### config.mk
export PLATFORM = sky130hd
export DESIGN_NAME = clk_pulse_gen_flat
export DESIGN_NICKNAME = d
export VERILOG_FILES = /design/src/rtl/clk_pulse_pkg.sv /design/src/rtl/clk_pulse_gen_if.sv /design/src/rtl/clk_pulse_gen.sv /design/src/flat_wrapper.sv
export SDC_FILE = /design/constraint.sdc
export NUM_CORES = 1
export LEC_CHECK = 0
export ABC_AREA = 1
export CAP_MARGIN = 20
export CORE_UTILIZATION = 50
export CTS_CLUSTER_SIZE = 20
export DETAILED_ROUTE_END_ITERATION = 7
export HOLD_SLACK_MARGIN = 0.06
export PLACE_DENSITY_LB_ADDON = 0.08
export SLEW_MARGIN = 5
export SYNTH_ARGS = -nofsm -noshare
export SYNTH_HDL_FRONTEND = slang
export SYNTH_SLANG_ARGS = --single-unit
### constraint.sdc
create_clock -name clk -period 4.1 [get_ports clk]
set_input_delay 0.41 -clock clk [delete_from_list [all_inputs] [get_ports clk]]
set_output_delay 0.41 -clock clk [all_outputs]
set_load 0.005 [all_outputs]
### src/rtl/clk_pulse_pkg.sv
// rtl/clk_pulse_pkg.sv - shared types and default widths for the pulse generator
//
// Purpose : state encoding and default counter widths used by clk_pulse_gen
//           and its control interface.
// Contents: pg_state_t (IDLE, PHASE, HIGH, LOW), PG_CNT_W, PG_NUM_W.

package clk_pulse_pkg;

  localparam int PG_CNT_W = 16;
  localparam int PG_NUM_W = 16;

  typedef enum logic [1:0] {
    IDLE  = 2'd0,
    PHASE = 2'd1,
    HIGH  = 2'd2,
    LOW   = 2'd3
  } pg_state_t;

endpackage

### src/rtl/clk_pulse_gen_if.sv
// rtl/clk_pulse_gen_if.sv - control/status bundle of the pulse generator
//
// Purpose : groups the start/stop handshake, run configuration and status
//           outputs of clk_pulse_gen into one bundle.
// Signals : start, stop                        - run request / abort
//           phase_cyc, ton_cyc, toff_cyc       - timing in clk cycles (CNT_W)
//           num_pulses                         - pulses per run, 0 = continuous
//           clk_out, busy, done, cfg_err       - generated clock and status
//           pulse_cnt                          - completed pulses (NUM_W)
// Modports: master drives control/config, slave (the generator) drives status.

interface clk_pulse_gen_if
  import clk_pulse_pkg::*;
#(
  parameter int CNT_W = PG_CNT_W,
  parameter int NUM_W = PG_NUM_W
) ();

  logic             start;
  logic             stop;
  logic [CNT_W-1:0] phase_cyc;
  logic [CNT_W-1:0] ton_cyc;
  logic [CNT_W-1:0] toff_cyc;
  logic [NUM_W-1:0] num_pulses;
  logic             clk_out;
  logic             busy;
  logic             done;
  logic             cfg_err;
  logic [NUM_W-1:0] pulse_cnt;

  modport master (
    output start, stop, phase_cyc, ton_cyc, toff_cyc, num_pulses,
    input  clk_out, busy, done, cfg_err, pulse_cnt
  );

  modport slave (
    input  start, stop, phase_cyc, ton_cyc, toff_cyc, num_pulses,
    output clk_out, busy, done, cfg_err, pulse_cnt
  );

endinterface

### src/rtl/clk_pulse_gen.sv
// rtl/clk_pulse_gen.sv - programmable derived-clock / pulse-train generator
//
// Purpose : produces a registered clock clk_out with programmable phase
//           offset, high time and low time (whole clk cycles), for a fixed
//           number of pulses or continuously, under a start/stop handshake.
// Ports   : clk   - system clock, rising edge
//           rst   - synchronous active-high reset
//           pg_if - clk_pulse_gen_if.slave: start/stop, phase_cyc, ton_cyc,
//                   toff_cyc, num_pulses in; clk_out, busy, done, cfg_err,
//                   pulse_cnt out

module clk_pulse_gen
  import clk_pulse_pkg::*;
#(
  parameter int CNT_W = PG_CNT_W,
  parameter int NUM_W = PG_NUM_W
) (
  input  logic                  clk,
  input  logic                  rst,
  clk_pulse_gen_if.slave        pg_if
);

  pg_state_t        state_q;
  logic [CNT_W-1:0] cnt_q;
  logic [CNT_W-1:0] ton_q;
  logic [CNT_W-1:0] toff_q;
  logic [NUM_W-1:0] num_q;
  logic [NUM_W-1:0] pulse_cnt_q;
  logic             clk_out_q;
  logic             busy_q;
  logic             done_q;
  logic             cfg_err_q;

  logic             cfg_ok_d;
  logic             cnt_zero_d;
  logic [NUM_W-1:0] pulse_cnt_d;
  logic             run_end_d;

  assign cfg_ok_d   = (pg_if.ton_cyc != '0) && (pg_if.toff_cyc != '0);
  assign cnt_zero_d = (cnt_q == '0);

  // Saturate instead of wrapping so a long continuous run never reports a
  // small count.
  assign pulse_cnt_d = (pulse_cnt_q == '1) ? pulse_cnt_q
                                           : pulse_cnt_q + NUM_W'(1);
  assign run_end_d   = (num_q != '0) && (pulse_cnt_d == num_q);

  // The phase offset is only needed at start acceptance (it goes straight
  // into the down-counter), so it is not kept in a separate register.
  always_ff @(posedge clk) begin
    if (rst) begin
      state_q     <= IDLE;
      cnt_q       <= '0;
      ton_q       <= '0;
      toff_q      <= '0;
      num_q       <= '0;
      pulse_cnt_q <= '0;
      clk_out_q   <= 1'b0;
      busy_q      <= 1'b0;
      done_q      <= 1'b0;
      cfg_err_q   <= 1'b0;
    end else begin
      done_q    <= 1'b0;
      cfg_err_q <= 1'b0;

      if (state_q == IDLE) begin
        if (pg_if.start) begin
          if (cfg_ok_d) begin
            ton_q       <= pg_if.ton_cyc;
            toff_q      <= pg_if.toff_cyc;
            num_q       <= pg_if.num_pulses;
            pulse_cnt_q <= '0;
            busy_q      <= 1'b1;
            if (pg_if.phase_cyc == '0) begin
              state_q   <= HIGH;
              cnt_q     <= pg_if.ton_cyc - CNT_W'(1);
              clk_out_q <= 1'b1;
            end else begin
              state_q   <= PHASE;
              cnt_q     <= pg_if.phase_cyc - CNT_W'(1);
            end
          end else begin
            cfg_err_q <= 1'b1;
          end
        end
      end else if (pg_if.stop) begin
        // Abort: the partial pulse is dropped, pulse_cnt keeps its value.
        state_q   <= IDLE;
        clk_out_q <= 1'b0;
        busy_q    <= 1'b0;
        done_q    <= 1'b1;
      end else if (!cnt_zero_d) begin
        cnt_q <= cnt_q - CNT_W'(1);
      end else begin
        // Counter expired: leave the current state, reloading the counter
        // with (field - 1) for the state being entered.
        case (state_q)
          PHASE: begin
            state_q   <= HIGH;
            cnt_q     <= ton_q - CNT_W'(1);
            clk_out_q <= 1'b1;
          end
          HIGH: begin
            state_q   <= LOW;
            cnt_q     <= toff_q - CNT_W'(1);
            clk_out_q <= 1'b0;
          end
          LOW: begin
            pulse_cnt_q <= pulse_cnt_d;
            if (run_end_d) begin
              state_q <= IDLE;
              busy_q  <= 1'b0;
              done_q  <= 1'b1;
            end else begin
              state_q   <= HIGH;
              cnt_q     <= ton_q - CNT_W'(1);
              clk_out_q <= 1'b1;
            end
          end
          default: begin
            state_q <= IDLE;
          end
        endcase
      end
    end
  end

  assign pg_if.clk_out   = clk_out_q;
  assign pg_if.busy      = busy_q;
  assign pg_if.done      = done_q;
  assign pg_if.cfg_err   = cfg_err_q;
  assign pg_if.pulse_cnt = pulse_cnt_q;

endmodule

### src/flat_wrapper.sv
// flat-port wrapper written by rule: the top's interface ports become plain ports
module clk_pulse_gen_flat import clk_pulse_pkg::*;
#(
  parameter int CNT_W = PG_CNT_W,
  parameter int NUM_W = PG_NUM_W
)
  (clk, rst, pg_if_start, pg_if_stop, pg_if_phase_cyc, pg_if_ton_cyc, pg_if_toff_cyc, pg_if_num_pulses, pg_if_clk_out, pg_if_busy, pg_if_done, pg_if_cfg_err, pg_if_pulse_cnt);
  clk_pulse_gen_if #(.CNT_W(CNT_W), .NUM_W(NUM_W)) pg_if_i ();
  input  logic clk;
  input  logic rst;
  input wire logic [$bits(pg_if_i.start)-1:0] pg_if_start;
  input wire logic [$bits(pg_if_i.stop)-1:0] pg_if_stop;
  input wire logic [$bits(pg_if_i.phase_cyc)-1:0] pg_if_phase_cyc;
  input wire logic [$bits(pg_if_i.ton_cyc)-1:0] pg_if_ton_cyc;
  input wire logic [$bits(pg_if_i.toff_cyc)-1:0] pg_if_toff_cyc;
  input wire logic [$bits(pg_if_i.num_pulses)-1:0] pg_if_num_pulses;
  output wire logic [$bits(pg_if_i.clk_out)-1:0] pg_if_clk_out;
  output wire logic [$bits(pg_if_i.busy)-1:0] pg_if_busy;
  output wire logic [$bits(pg_if_i.done)-1:0] pg_if_done;
  output wire logic [$bits(pg_if_i.cfg_err)-1:0] pg_if_cfg_err;
  output wire logic [$bits(pg_if_i.pulse_cnt)-1:0] pg_if_pulse_cnt;
  assign pg_if_i.start = pg_if_start;
  assign pg_if_i.stop = pg_if_stop;
  assign pg_if_i.phase_cyc = pg_if_phase_cyc;
  assign pg_if_i.ton_cyc = pg_if_ton_cyc;
  assign pg_if_i.toff_cyc = pg_if_toff_cyc;
  assign pg_if_i.num_pulses = pg_if_num_pulses;
  assign pg_if_clk_out = pg_if_i.clk_out;
  assign pg_if_busy = pg_if_i.busy;
  assign pg_if_done = pg_if_i.done;
  assign pg_if_cfg_err = pg_if_i.cfg_err;
  assign pg_if_pulse_cnt = pg_if_i.pulse_cnt;
  clk_pulse_gen #(.CNT_W(CNT_W), .NUM_W(NUM_W)) u_core (.clk(clk), .rst(rst), .pg_if(pg_if_i));
endmodule
==> Yosys cells after proc, flatten, opt, wreduce, memory -nomap -nowiden <==
Index checks and enable logic that the tools add are counted.
{ "op_classes": {"n_addsub": 6, "n_eq_ne": 12, "n_mux": 43, "n_bitwise": 2, "n_reduce_logical": 22} }
{ "op_table": {"columns": ["operator", "count"], "rows": [
  ["$mux W16", 14],
  ["$sub A16 B1 Y16 const B", 5],
  ["$pmux W16 S3", 1],
  ["$reduce_bool A16 Y1", 3],
  ["$logic_not A16 Y1", 2],
  ["$mux W1", 19],
  ["$add A16 B1 Y16 const B", 1],
  ["$eq A16 B16 Y1", 1],
  ["$eq A16 B16 Y1 const B", 1],
  ["$reduce_and A5 Y1", 3],
  ["$mux W2", 7],
  ["$reduce_bool A3 Y1", 3],
  ["$ne A4 B4 Y1 const B", 2],
  ["$pmux W2 S3", 1],
  ["$reduce_and A3 Y1", 2],
  ["$reduce_and A6 Y1", 1],
  ["$ne A5 B5 Y1 const B", 1],
  ["$reduce_bool A5 Y1", 1],
  ["$eq A2 B2 Y1 const B", 2],
  ["$ne A2 B1 Y1 const B", 2],
  ["$ne A2 B2 Y1 const B", 2],
  ["$reduce_bool A2 Y1", 2],
  ["$pmux W1 S3", 1],
  ["$reduce_or A3 Y1", 1],
  ["other kinds (5)", 7]
]} }
{ "word_totals": {"reg_bits": 86, "inputBits": 68, "output_inout_bits": 20, "wordCells": 95} }

==> Depth between registers and ports, before layout <==
Gate-level depths: netlist of run 1.
{ "logic_depth": {"depth_word": 9, "depth_mapped": 20} }

==> Worst setup path after synthesis of run 1 <==
Ideal clock, no wire load.
{ "synth_timing": {"kind": "register to register", "from": "register u_core.state_q[0]", "to": "register u_core.cnt_q[14]", "setup_ns": 0.115, "t_arrival_ns": 2.277, "t_required_ns": 3.985, "path_slack_ns": 1.708, "path_stages_with_launch": 18, "synth_period_minus_slack_ns": 2.392, "path_cell_list": "dfxtp_1 > inv_1 > ha_1 > buf_2 > clkbuf_1 > a21oi_1 > nor2_1 > o21ai_0 > nand2_1 > inv_1 > ha_1 > inv_1 > nor2_1 > nand4_1 > nand2_1 > nand3_2 > nand2_1 > nor2_1"} }
{ "synth_via": {"elab_chain_cells": 5} }
{ "synth_rtl": {"columns": ["item", "line", "rtl"], "rows": [
  ["start, declared", "clk_pulse_gen.sv:23", "pg_state_t state_q;"],
  ["start signal, assigned", "clk_pulse_gen.sv:52", "state_q <= IDLE;"],
  ["start signal, assigned", "clk_pulse_gen.sv:75", "state_q <= HIGH;"],
  ["start signal, assigned", "clk_pulse_gen.sv:79", "state_q <= PHASE;"],
  ["$eq A2 B2 Y1 or $eq A2 B1 Y1 (tied branches)", "clk_pulse_gen.sv:97", "case (state_q)"],
  ["$pmux W16 S3", "clk_pulse_gen.sv:97", null],
  ["$mux W16", "clk_pulse_gen.sv:92", "end else if (!cnt_zero_d) begin"],
  ["$mux W16", "clk_pulse_gen.sv:86", "end else if (pg_if.stop) begin"],
  ["$mux W16", "clk_pulse_gen.sv:66", "if (state_q == IDLE) begin"],
  ["end signal, assigned", "clk_pulse_gen.sv:93", "cnt_q <= cnt_q - CNT_W'(1);"],
  ["end signal, assigned", "clk_pulse_gen.sv:100", "cnt_q <= ton_q - CNT_W'(1);"],
  ["end signal, assigned", "clk_pulse_gen.sv:105", "cnt_q <= toff_q - CNT_W'(1);"],
  ["end, declared", "clk_pulse_gen.sv:24", "logic [CNT_W-1:0] cnt_q;"]
]} }
Parallel ways exist; a longest one is shown, timed or not. The select of a mux whose other input is x is not followed.
A chain may end at the register's enable or synchronous reset.

==> Worst setup path in the final report of run 1 <==
{ "layout_timing": {"from": "register u_core.cnt_q[7]", "to": "register u_core.pulse_cnt_q[4] (netlist: u_core.pg_if.pulse_cnt[4])"} }
{ "layout_via": {"elab_chain_cells": 3} }
{ "layout_rtl": {"columns": ["item", "line", "rtl"], "rows": [
  ["start signal, assigned", "clk_pulse_gen.sv:76", "cnt_q <= pg_if.ton_cyc - CNT_W'(1);"],
  ["start signal, assigned", "clk_pulse_gen.sv:80", "cnt_q <= pg_if.phase_cyc - CNT_W'(1);"],
  ["start signal, assigned", "clk_pulse_gen.sv:93", null],
  ["$logic_not A16 Y1", "clk_pulse_gen.sv:40", "assign cnt_zero_d = (cnt_q == '0);"],
  ["$reduce_bool A2 Y1 (no source line)", null, null],
  ["$reduce_and A5 Y1 (no source line)", null, null],
  ["end signal, assigned", "clk_pulse_gen.sv:109", "pulse_cnt_q <= pulse_cnt_d;"],
  ["end, declared", "clk_pulse_gen.sv:28", "logic [NUM_W-1:0] pulse_cnt_q;"]
]} }
No other way between the ends.

==> results by group, run 1 <==
Run status
  – Outcome: finished, final reports clean

Worst setup path
  – Startpoint of the most critical setup path: u_core.cnt_q[7]
  – Crit. End Element: flop
  – Endpoint of the worst-slack reg-to-reg timing path: u_core.pg_if.pulse_cnt[4]
  – Critical Path Fanout Max: 17
  – Critical path required time: 4.38 ns
  – Crit Reg-Reg Startpoint: u_core.cnt_q[7]
  – Arr. time, crit path: 3.54 ns
  – Kind of critical path: reg -> reg
  – Flop2flop setup slack: 0.84 ns
  – Startpoint types: flop
  – Cell count of the worst reg-to-reg path: 12

Floorplanning
  – Initial core utilization: 0.520
  – Floorplan die height: around 110 um
  – Core region area: 11000 sq um
  – Horizontal die dimension: 109 um
  – Floorplan die area: between 10000 and 15000 sq um
  – # rows: 38
  – # IOs: 88

Place
  – Half-perimeter wire length after detailed placement: approximately 13000 um
  – Port-buffer cells: 87
  – Placement Setup Slack: 0.815 ns
  – DP Cell Count: 1138
  – Routability congestion estimate from global placement: 0.936

Synth
  – Netlist cell types: 36
  – Most area-hungry cell type in the Yosys netlist: sky130_fd_sc_hd__dfxtp_1
  – #FFs+latches synth: 86
  – Nets in the synthesized netlist: 1017
  – Synth Area in Simple Gates: 0.415
  – Largest cells by area after synthesis: sky130_fd_sc_hd__dfxtp_1 (30%), sky130_fd_sc_hd__nand2_1 (16%), sky130_fd_sc_hd__nand3_1 (9.7%)
  – Fraction of registers with async set or reset after synthesis: 0
  – Cells after synthesis: 943
  – Leading post-synthesis cells by instance count: sky130_fd_sc_hd__nand2_1 (249), sky130_fd_sc_hd__inv_1 (111), sky130_fd_sc_hd__nand3_1 (111)
  – Compound-Gate Fraction of Synth Area: 0.133
  – Count of flip-flops with a built-in enable after synthesis: 0
  – Parity-gate share of the synthesized area counting xor and xnor cells: 0.0238
  – Top cell type's share of synthesized area: 0.300
  – Mux share of post-synthesis cell area: 0
  – Synthesized area per cell: around 6.1 sq um
  – Combinational family with the most area after synthesis: simple AND/OR/NAND/NOR gates
  – Synthesized area: around 5700 sq um
  – Cell with the most instances after synthesis: sky130_fd_sc_hd__nand2_1
  – Synthesis Warnings: 0
  – Post-synthesis adder-cell area fraction: 0.0131
  – Proportion of synthesized chip area in sequential cells: 0.300
  – Ys flop type: sky130_fd_sc_hd__dfxtp_1

Timing
  – Max Slew Vio Count: 0
  – Smallest setup slack after layout: between 0.8 and 0.9 ns
  – Endpoints failing hold: 0
  – Fmax: roughly 0.31 GHz
  – Total negative setup slack: 0 ns
  – Worst slew pin tran: 0.803 ns
  – Relative slew slack: 0.464
  – Setup repair after global routing missed its margin: no
  – Fin crit share: 0.795
  – Count of endpoints failing setup in the final report: 0
  – Final critical path time including I/O delays and setup: 3.26 ns
  – Clock skew: 0.0101 ns

GRT
  – Initial antenna violation count: 0
  – Number of global-route vias before repair: 5274
  – Maximum number of pins on one net before global-route repair: 64
  – Aggregate global routing overflow: 0
  – Wire length of the first global-routing pass: 26400 um
  – Overall Global Routing Usage: 0.290

Drt
  – Number of nets with antenna violations after detailed routing: 0
  – TritonRoute pass-1 iters: 6
  – Number of DRC violations after detailed routing: 0
  – Initial detailed-routing violation count: 576
  – Wire length per cell: ~14 um
  – Number of vias in the routed layout: approximately 6.2k
  – Overall routed net length: 16500 um
  – Routed via count divided by cell count: around 5.4

Pwr
  – Leakage power summed over all cells: roughly 3.2 nW
  – Sequential fraction of design power: 0.281
  – Switching Fraction: 0.465
  – Power density over cell area: 675 nW/um^2
  – Net switching power: 2.18 mW
  – Power share of the clock group: 0.181
  – Power consumption: 4.70 mW
  – Combinational fraction of design power: 0.538
  – Internal Pwr Total: 2.51 mW
  – Largest vdd supply drop: 0.429 mV

Clocking
  – Hold_buf cts: 0
  – Clock buffer depth: 2
  – PostCTS Resize Cnt: 0
  – Number of clock buffers inserted by TritonCTS: 9
  – Clock tree root driver cell: sky130_fd_sc_hd__clkbuf_16
  – Number of sinks handled by clock tree synthesis: 86
  – CTS clock-pin slew for the worst setup and hold paths: roughly 0.070 ns
  – # H-tree levels: 3
  – Number of buffers inserted by post-CTS setup repair: 0
  – Clock tree from TritonCTS: done
  – Clock latency reported for the late side of the worst-skew pair: roughly 0.35 ns

Min path
  – Worst hold path class: reg -> reg
  – Min-Delay Startpoint: u_core.toff_q[15]
  – Hold Path Depth: 2
  – Hold path endpoint: u_core.toff_q[15]

Finish
  – Layout filler cell count: 1068
  – Antenna diodes: 0
  – Share of post-route cells with drive strength above 1: 0.0592
  – Filler-free cell count of the finished design: 1154
  – Area growth from synthesis to final layout: 21.3%
  – Number of nets in the final layout: 1083

Flow run
  – Max-cap violation count: 0
==> per-stage QoR <==
step	util	cell area, sq um	hold WS (ns)
finish	0.631	6960	0.454
global placement	0.603	6650	0.442
CTS	0.631	6960	0.455
floorplan	-	5740	0.424
detailed placement	0.603	6650	0.445
global route	0.631	6960	0.478
==> sequential cells by signal, indices dropped and copies added, names as in the netlist <==
signal / count
u_core.cnt_q: 16
u_core.num_q: 16
u_core.pg_if.pulse_cnt: 16
u_core.toff_q: 16
u_core.ton_q: 16
u_core.state_q: 2
u_core.pg_if.busy: 1
u_core.pg_if.cfg_err: 1
u_core.pg_if.clk_out: 1
u_core.pg_if.done: 1
==> power by group through the flow <==
stage          logic (mW)  registers (mW)  clock network [mW]
3_5_place_dp         2.49            1.33                   0
5_1_grt              2.86            1.35               0.892
2_1_floorplan        1.91            1.28                   0
3_3_place_gp         2.47            1.32                   0
4_1_cts              2.50            1.31               0.863
6_report             2.52            1.32               0.851
==> per-layer routing <==
metal / global-route usage / wire (um) / vias up
li1: - / - / 3193
met1: 0.464 / 8570 / 2714
met2: 0.371 / 6360 / 248
met3: 0.0640 / 1320 / 19
met4: 0.0830 / 248 / 0
met5: 0 / 0 / -
==> cell type report <==
cell class	instances	area [sq um]	share of cell area
multi-input combinational	699	3360	0.483
timing repair buffer	99	961	0.138
inverter	114	433	0.0622
sequential	86	1720	0.247
clock inverter	6	67.6	0.00971
tap	140	175	0.0252
clock buffer	10	239	0.0343
==> worst max path at each step <==
stage | endpoint | slack, ns | depth (start not counted)
4_1_cts | u_core.pg_if.pulse_cnt[4] | 0.93 | 12
2_1_floorplan | u_core.cnt_q[14] | 1.71 | 17
5_1_grt | u_core.pg_if.pulse_cnt[4] | 0.50 | 12
6_report | u_core.pg_if.pulse_cnt[4] | 0.84 | 12
3_3_place_gp | u_core.cnt_q[7] | 0.88 | 15
3_5_place_dp | u_core.cnt_q[8] | 0.81 | 16
==> placed cells by master, fill, tap and decap left out, types with 13 or more instances in the layout <==
master,Yosys,layout
sky130_fd_sc_hd__a21oi_1,74,74
sky130_fd_sc_hd__clkdlybuf4s50_1,0,87
sky130_fd_sc_hd__dfxtp_1,86,86
sky130_fd_sc_hd__inv_1,111,111
sky130_fd_sc_hd__nand2_1,249,248
sky130_fd_sc_hd__nand3_1,111,111
sky130_fd_sc_hd__nand3_2,15,15
sky130_fd_sc_hd__nand4_1,15,15
sky130_fd_sc_hd__nor2_1,106,106
sky130_fd_sc_hd__nor4_1,13,13
sky130_fd_sc_hd__o21ai_0,67,67
==> cells by family (layout without fill, tap and decap cells) <==
family	count (synthesis)	count (layout)
AO/OA/AOI/OAI	150	150
XOR/XNOR	14	14
adder cells (fa/ha/maj)	6	6
buffers and inverters	158	229
flip-flops	86	86
AND/OR/NAND/NOR	529	529
==> worst max-delay path, cell delays in order, from the launching register on <==
cell	delay, ns
sky130_fd_sc_hd__dfxtp_1	0.33
sky130_fd_sc_hd__nor2_1	0.11
sky130_fd_sc_hd__nand3_1	0.10
sky130_fd_sc_hd__nor2_1	0.11
sky130_fd_sc_hd__buf_4	0.20
sky130_fd_sc_hd__nand2_2	0.23
sky130_fd_sc_hd__inv_1	0.23
sky130_fd_sc_hd__o21bai_1	0.08
sky130_fd_sc_hd__nor3_1	0.44
sky130_fd_sc_hd__inv_1	0.20
sky130_fd_sc_hd__nor2_1	0.60
sky130_fd_sc_hd__nand2_1	0.30
sky130_fd_sc_hd__o21ai_0	0.22
Note: power is estimated with default switching activity, not from simulation.
==> run 2, diff against run 1 <==
- clock period: 4.1 -> 3.4 ns (I/O delays scaled with it)
==> run 2 against run 1 <==
Net effect:
- first-iteration DRC count increased by 8.9%
- critical path type unchanged
- critical path depth increased by 5
- combinational power increased by 23%
- largest power group unchanged
- hold slack improved by 0.0011 ns
- die area unchanged
- clock-buffer cell count decreased by 1
- critical endpoint is now u_core.cnt_q[0]
==> results by group, run 2 (synthesized netlist as in run 1, its figures left out) <==
Worst setup path
  – Flop2flop setup slack: 0.54 ns
  – Arr. time, crit path: 3.11 ns
  – Crit. End Element: flop
  – Cell count of the worst reg-to-reg path: 17
  – Startpoint types: flop
  – Critical path required time: between 3 and 4 ns
  – Kind of critical path: reg -> reg
  – Critical Path Fanout Max: 33

Drt
  – Initial detailed-routing violation count: 627
  – Overall routed net length: 16700 um
  – Number of DRC violations after detailed routing: 0
  – Routed via count divided by cell count: roughly 5.3
  – Number of nets with antenna violations after detailed routing: 0
  – Number of vias in the routed layout: 6148
  – Wire length per cell: 14.5 um
  – TritonRoute pass-1 iters: 7

Finish
  – Antenna diodes: 0
  – Multi-input gate area: 3360 sq um
  – Filler-free cell count of the finished design: 1157
  – Most frequent standard cell in the layout excluding fill and tap cells: sky130_fd_sc_hd__nand2_1
  – Share of post-route cells with drive strength above 1: 0.0619
  – Design Area, Final: 7010 sq um
  – Area taken by flip-flops and latches: 1720 sq um
  – Area growth from synthesis to final layout: 22.1%
  – Layout filler cell count: 1097
  – Final cell utilization of the core: 0.636
  – Number of nets in the final layout: 1086
  – Most frequent cells in the layout: sky130_fd_sc_hd__nand2_1 (248), sky130_fd_sc_hd__inv_1 (111), sky130_fd_sc_hd__nand3_1 (111)

Clocking
  – # H-tree levels: 3
  – Clock buffer depth: 2
  – Clock latency reported for the late side of the worst-skew pair: ~0.35 ns
  – Number of sinks handled by clock tree synthesis: 86
  – PostCTS Resize Cnt: 0
  – Number of clock buffers inserted by TritonCTS: 9
  – Hold_buf cts: 0
  – Clock tree root driver cell: sky130_fd_sc_hd__clkbuf_16
  – CTS clock-pin slew for the worst setup and hold paths: 0.07 ns
  – Clock tree from TritonCTS: done
  – Number of buffers inserted by post-CTS setup repair: 0

Timing
  – Worst slew pin tran: 0.531 ns
  – Count of endpoints failing setup in the final report: 0
  – Endpoints failing hold: 0
  – Relative slew slack: 0.646
  – Max Slew Vio Count: 0
  – Fmax: 0.350 GHz
  – Smallest setup slack after layout: 0.542 ns
  – Total negative setup slack: 0 ns
  – Fin crit share: 0.841
  – Clock skew: roughly 0.010 ns
  – Setup repair after global routing missed its margin: no
  – Final critical path time including I/O delays and setup: about 2.9 ns

Min path
  – Hold Path Depth: 2
  – Worst hold path class: reg -> reg

Place
  – Routability congestion estimate from global placement: 0.969
  – Area of placed instances: 6690 sq um
  – Placement Setup Slack: 0.577 ns
  – Half-perimeter wire length after detailed placement: 12900 um
  – Port-buffer cells: 87
  – DP Cell Count: between 1k and 1.5k

Floorplanning
  – # rows: 38
  – Horizontal die dimension: approximately 110 um
  – Floorplan die height: roughly 110 um
  – # IOs: 88
  – Initial core utilization: 0.520
  – Floorplan die area: 11900 sq um
  – Core region area: about 11000 sq um

GRT
  – Overall Global Routing Usage: 0.289
  – Number of global-route vias before repair: 5127
  – Maximum number of pins on one net before global-route repair: 82
  – Wire length of the first global-routing pass: 26400 um
  – Aggregate global routing overflow: 0
  – Initial antenna violation count: 0

Flow run
  – Max-cap violation count: 0

Pwr
  – Leakage power summed over all cells: between 3 and 4 nW
  – Power density over cell area: 823 nW/um^2
  – Largest vdd supply drop: 0.801 mV

Run status
  – Outcome: finished, final reports clean
run 2: cell types whose count changed in the layout (fill, tap and decap cells not counted):
cell / delta
sky130_fd_sc_hd__bufinv_16: +1
sky130_fd_sc_hd__buf_12: +1
sky130_fd_sc_hd__clkbuf_8: -1
sky130_fd_sc_hd__buf_4: +2
sky130_fd_sc_hd__clkinv_4: +1
sky130_fd_sc_hd__inv_6: -1
run 2: metal layers:
metal | track usage | part of all wire | vias to the layer above
met4 | 0.0965 | 0.015 | 0
met3 | 0.0412 | 0.079 | 19
met5 | 0 | 0 | -
met2 | 0.380 | 0.39 | 256
li1 | - | - | 3189
met1 | 0.462 | 0.52 | 2684
run 2: final cells by class:
class	instances	area share
Multi-Input combinational cell	699	0.480
Inverter	114	0.0617
Tap cell	140	0.0250
Timing Repair Buffer	102	0.142
Clock buffer	9	0.0321
Clock inverter	7	0.0139
Sequential cell	86	0.246
run 2: final timing paths:
| path | startpoint | to |
|---|---|---|
| hold / removal | u_core.ton_q[1] | u_core.ton_q[1] |
| hold reg to reg | u_core.ton_q[1] | u_core.ton_q[1] |
| setup reg to reg | u_core.pg_if.pulse_cnt[0] | u_core.cnt_q[0] |
| setup / recovery | u_core.pg_if.pulse_cnt[0] | u_core.cnt_q[0] |
run 2: critical path, stage by stage (launching register included):
cell and delay (ns):
sky130_fd_sc_hd__dfxtp_1 0.48, sky130_fd_sc_hd__ha_1 0.31, sky130_fd_sc_hd__nand2_1 0.12, sky130_fd_sc_hd__nor2_4 0.14
sky130_fd_sc_hd__nand2_4 0.10, sky130_fd_sc_hd__nor2_1 0.17, sky130_fd_sc_hd__nand2_1 0.07, sky130_fd_sc_hd__nand2_1 0.08
sky130_fd_sc_hd__nand2_1 0.10, sky130_fd_sc_hd__nand2_1 0.10, sky130_fd_sc_hd__nand2_1 0.05, sky130_fd_sc_hd__nor2_1 0.12
sky130_fd_sc_hd__nand3b_1 0.11, sky130_fd_sc_hd__nor2_2 0.17, sky130_fd_sc_hd__nand4_4 0.10, sky130_fd_sc_hd__buf_4 0.27
sky130_fd_sc_hd__a21oi_1 0.18, sky130_fd_sc_hd__nor2_1 0.06
run 2: report_power, final:
part | total [mW] | switching [mW] | leakage [nW] | internal (mW)
registers | 1.58 | 0.220 | 0.708 | 1.36
clock network | 1.08 | 0.434 | 0.152 | 0.646
logic | 3.10 | 1.99 | 2.32 | 1.11
run 2: per-stage QoR:
step           hold slack (ns)  total power [mW]
4_1_cts                  0.455              5.74
3_3_place_gp             0.440              4.64
2_1_floorplan            0.424              3.84
3_5_place_dp             0.443              4.65
5_1_grt                  0.476              6.25
6_report                 0.455              5.77
==> run 3, diff against run 2 <==
- clock period: 3.4 -> 2.5 ns (I/O delays scaled with it)
==> run 3 against run 2 <==
Net effect:
- hold slack worse by 0.0019 ns
- clock skew is 0.0021 ns lower
- final area is 11% higher
- die area stayed put
- setup slack worse by 0.54 ns
- sequential share of layout area is 2.2 points lower
- global-route usage is 0.26 points higher
- clock power is 23% higher
- final cell count is 5.5% higher
- clock-buffer cell count is 4 higher
- critical endpoint is now u_core.cnt_q[8]
- largest cell class unchanged
==> results by group, run 3 (synthesized netlist as in run 1, its figures left out) <==
Worst setup path
  – Bufs and invs on worst path: 2
  – Cell count of the worst reg-to-reg path: 15
  – Max stage delay on crit path: 0.36 ns
  – Cell-by-cell trace of the critical path: buf_6 -> nand3_2 -> nor2_1 -> nand2_1 -> nand2_1 -> nand2_1 -> nand2_1 -> nand2_1 -> nor2_1 -> nand3b_1 -> nor2_4 -> nand4_4 -> clkbuf_16 -> a21oi_1 -> nor2_1
  – Arr. time, crit path: 2.74 ns
  – Worst path depth: 15
  – Kind of critical path: reg -> reg
  – Crit. End Element: flop
  – Critical path required time: 2.74 ns
  – Flop2flop setup slack: between 0.006 and 0.007 ns
  – Crit Reg-Reg Startpoint: u_core.pg_if.pulse_cnt[1]
  – Startpoint of the most critical setup path: u_core.pg_if.pulse_cnt[1]
  – Max stage delay cell, worst path: sky130_fd_sc_hd__dfxtp_2
  – Startpoint types: flop
  – Endpoint of the worst-slack reg-to-reg timing path: u_core.cnt_q[8]
  – Most prevalent standard cell on the critical path: sky130_fd_sc_hd__nand2_1
  – Critical Path Fanout Max: 8
  – Capture point of the worst path: u_core.cnt_q[8]
  – Cell family contributing the most delay on the critical path: simple AND/OR/NAND/NOR gates

Timing
  – Final critical path time including I/O delays and setup: 2.49 ns
  – Endpoints failing hold: 0
  – Clock skew: 0.00837 ns
  – Worst slew pin tran: 0.503 ns
  – Smallest setup slack after layout: 0.00651 ns
  – Setup repair after global routing missed its margin: yes
  – Relative slew slack: 0.661
  – Count of endpoints failing setup in the final report: 0
  – Total negative setup slack: 0 ns
  – Fin crit share: 0.997
  – Fmax: 0.401 GHz
  – Max Slew Vio Count: 0

Finish
  – Layout filler cell count: between 1k and 1.5k
  – Share of post-route cells with drive strength above 1: 0.166
  – Most frequent standard cell in the layout excluding fill and tap cells: sky130_fd_sc_hd__nand2_1
  – Area growth from synthesis to final layout: 35.4%
  – Number of nets in the final layout: 1150
  – Most frequent cells in the layout: sky130_fd_sc_hd__nand2_1 (237), sky130_fd_sc_hd__inv_1 (110), sky130_fd_sc_hd__nand3_1 (108)
  – Antenna diodes: 0

Flow run
  – Max-cap violation count: 0

GRT
  – Maximum number of pins on one net before global-route repair: 46
  – Overall Global Routing Usage: 0.291
  – Wire length of the first global-routing pass: between 20000 and 30000 um
  – Initial antenna violation count: 0
  – Number of global-route vias before repair: ~5.4k
  – Aggregate global routing overflow: 0

Place
  – Placement Setup Slack: -0.0381 ns
  – Half-perimeter wire length after detailed placement: 13200 um
  – Port-buffer cells: 87
  – Routability congestion estimate from global placement: 0.932

Drt
  – Initial detailed-routing violation count: ~570
  – Wire length per cell: 14.7 um
  – Number of nets with antenna violations after detailed routing: 0
  – Number of DRC violations after detailed routing: 0
  – TritonRoute pass-1 iters: 6
  – Overall routed net length: 17900 um
  – Number of vias in the routed layout: 6536
  – Routed via count divided by cell count: 5.35

Clocking
  – Number of sinks handled by clock tree synthesis: 86
  – Clock buffer depth: 2
  – Clock tree root driver cell: sky130_fd_sc_hd__clkbuf_16
  – Clock tree from TritonCTS: done
  – Clock latency reported for the late side of the worst-skew pair: 0.35 ns
  – # H-tree levels: 3
  – CTS clock-pin slew for the worst setup and hold paths: about 0.070 ns
  – Hold_buf cts: 0
  – Number of clock buffers inserted by TritonCTS: 9

Pwr
  – Power density over cell area: around 1100 nW/um^2
  – Leakage power summed over all cells: 3.55 nW
  – Largest vdd supply drop: about 0.68 mV

Floorplanning
  – # rows: 38
  – Floorplan die height: about 110 um
  – # IOs: between 80 and 90
  – Horizontal die dimension: between 100 and 150 um
  – Initial core utilization: 0.520
  – Core region area: 11000 sq um
  – Floorplan die area: ~12000 sq um

Run status
  – Outcome: finished, final reports clean

Min path
  – Worst hold path class: reg -> reg
[run 3: changes by cell type in the layout (fill, tap and decap cells not counted), sizes merged]
cell / change
clkinv: -1
buf: +61
bufinv: -1
clkbuf: +7
clkinvlp: -2
[run 3: how the worst min path moves through the flow]
stage,start,end,slack [ns],cells past startpoint
after detailed placement,u_core.ton_q[10],u_core.ton_q[10],0.45,2
after CTS,u_core.ton_q[0],u_core.ton_q[0],0.46,2
after global routing,u_core.ton_q[0],u_core.ton_q[0],0.48,2
after floorplan,pg_if_start,u_core.pg_if.cfg_err,0.39,2
after global placement,u_core.ton_q[10],u_core.ton_q[10],0.44,2
final,u_core.ton_q[0],u_core.ton_q[0],0.45,2
[run 3: timing repair]
| action | 4_1_cts | 5_1_grt |
|---|---|---|
| hold endpoints to repair | 0 | 0 |
| gates resized for setup | 5 | 72 |
| buffers inserted | 0 | 6 |
| endpoints found under the setup margin | 7 | 46 |
| gates cloned | 0 | 4 |
| pin swaps | 0 | 13 |
[run 3: layout make-up]
cell class	instances	area [sq um]	area share
clock buffers	13	240	0.0309
clock inverters	3	43.8	0.00563
inverters	114	433	0.0557
multi-input cells	699	3570	0.459
flip-flops and latches	86	1740	0.224
well taps	140	175	0.0225
repair buffers	166	1580	0.203
[run 3: through the flow]
stage	util	instance area [sq um]	hold WS, ns	cells	total power, mW
global route	0.705	7770	0.478	1221	9.01
global placement	0.645	7120	0.441	1195	6.63
detailed placement	0.645	7120	0.447	1195	6.69
finish	0.705	7770	0.453	1221	8.36
floorplan	-	5740	0.389	943	5.23
CTS	0.672	7420	0.455	1211	8.07
[run 3: worst reg2reg max path, cell delays in order, from the launching register on]
cell	delay, ns
sky130_fd_sc_hd__dfxtp_2	0.36
sky130_fd_sc_hd__buf_6	0.12
sky130_fd_sc_hd__nand3_2	0.14
sky130_fd_sc_hd__nor2_1	0.18
sky130_fd_sc_hd__nand2_1	0.06
sky130_fd_sc_hd__nand2_1	0.17
sky130_fd_sc_hd__nand2_1	0.14
sky130_fd_sc_hd__nand2_1	0.10
sky130_fd_sc_hd__nand2_1	0.05
sky130_fd_sc_hd__nor2_1	0.09
sky130_fd_sc_hd__nand3b_1	0.16
sky130_fd_sc_hd__nor2_4	0.17
sky130_fd_sc_hd__nand4_4	0.21
sky130_fd_sc_hd__clkbuf_16	0.25
sky130_fd_sc_hd__a21oi_1	0.13
sky130_fd_sc_hd__nor2_1	0.06
[run 3: metal layers]
layer,part of all wire,track usage
met3,0.064,0.0526
met4,0.015,0.0888
met1,0.50,0.451
met2,0.42,0.398
met5,0,0
[run 3: where the power goes]
part,internal [mW],switching [mW]
combinational,1.93,2.94
clock,0.778,0.552
sequential,1.86,0.301
total,4.57,3.79
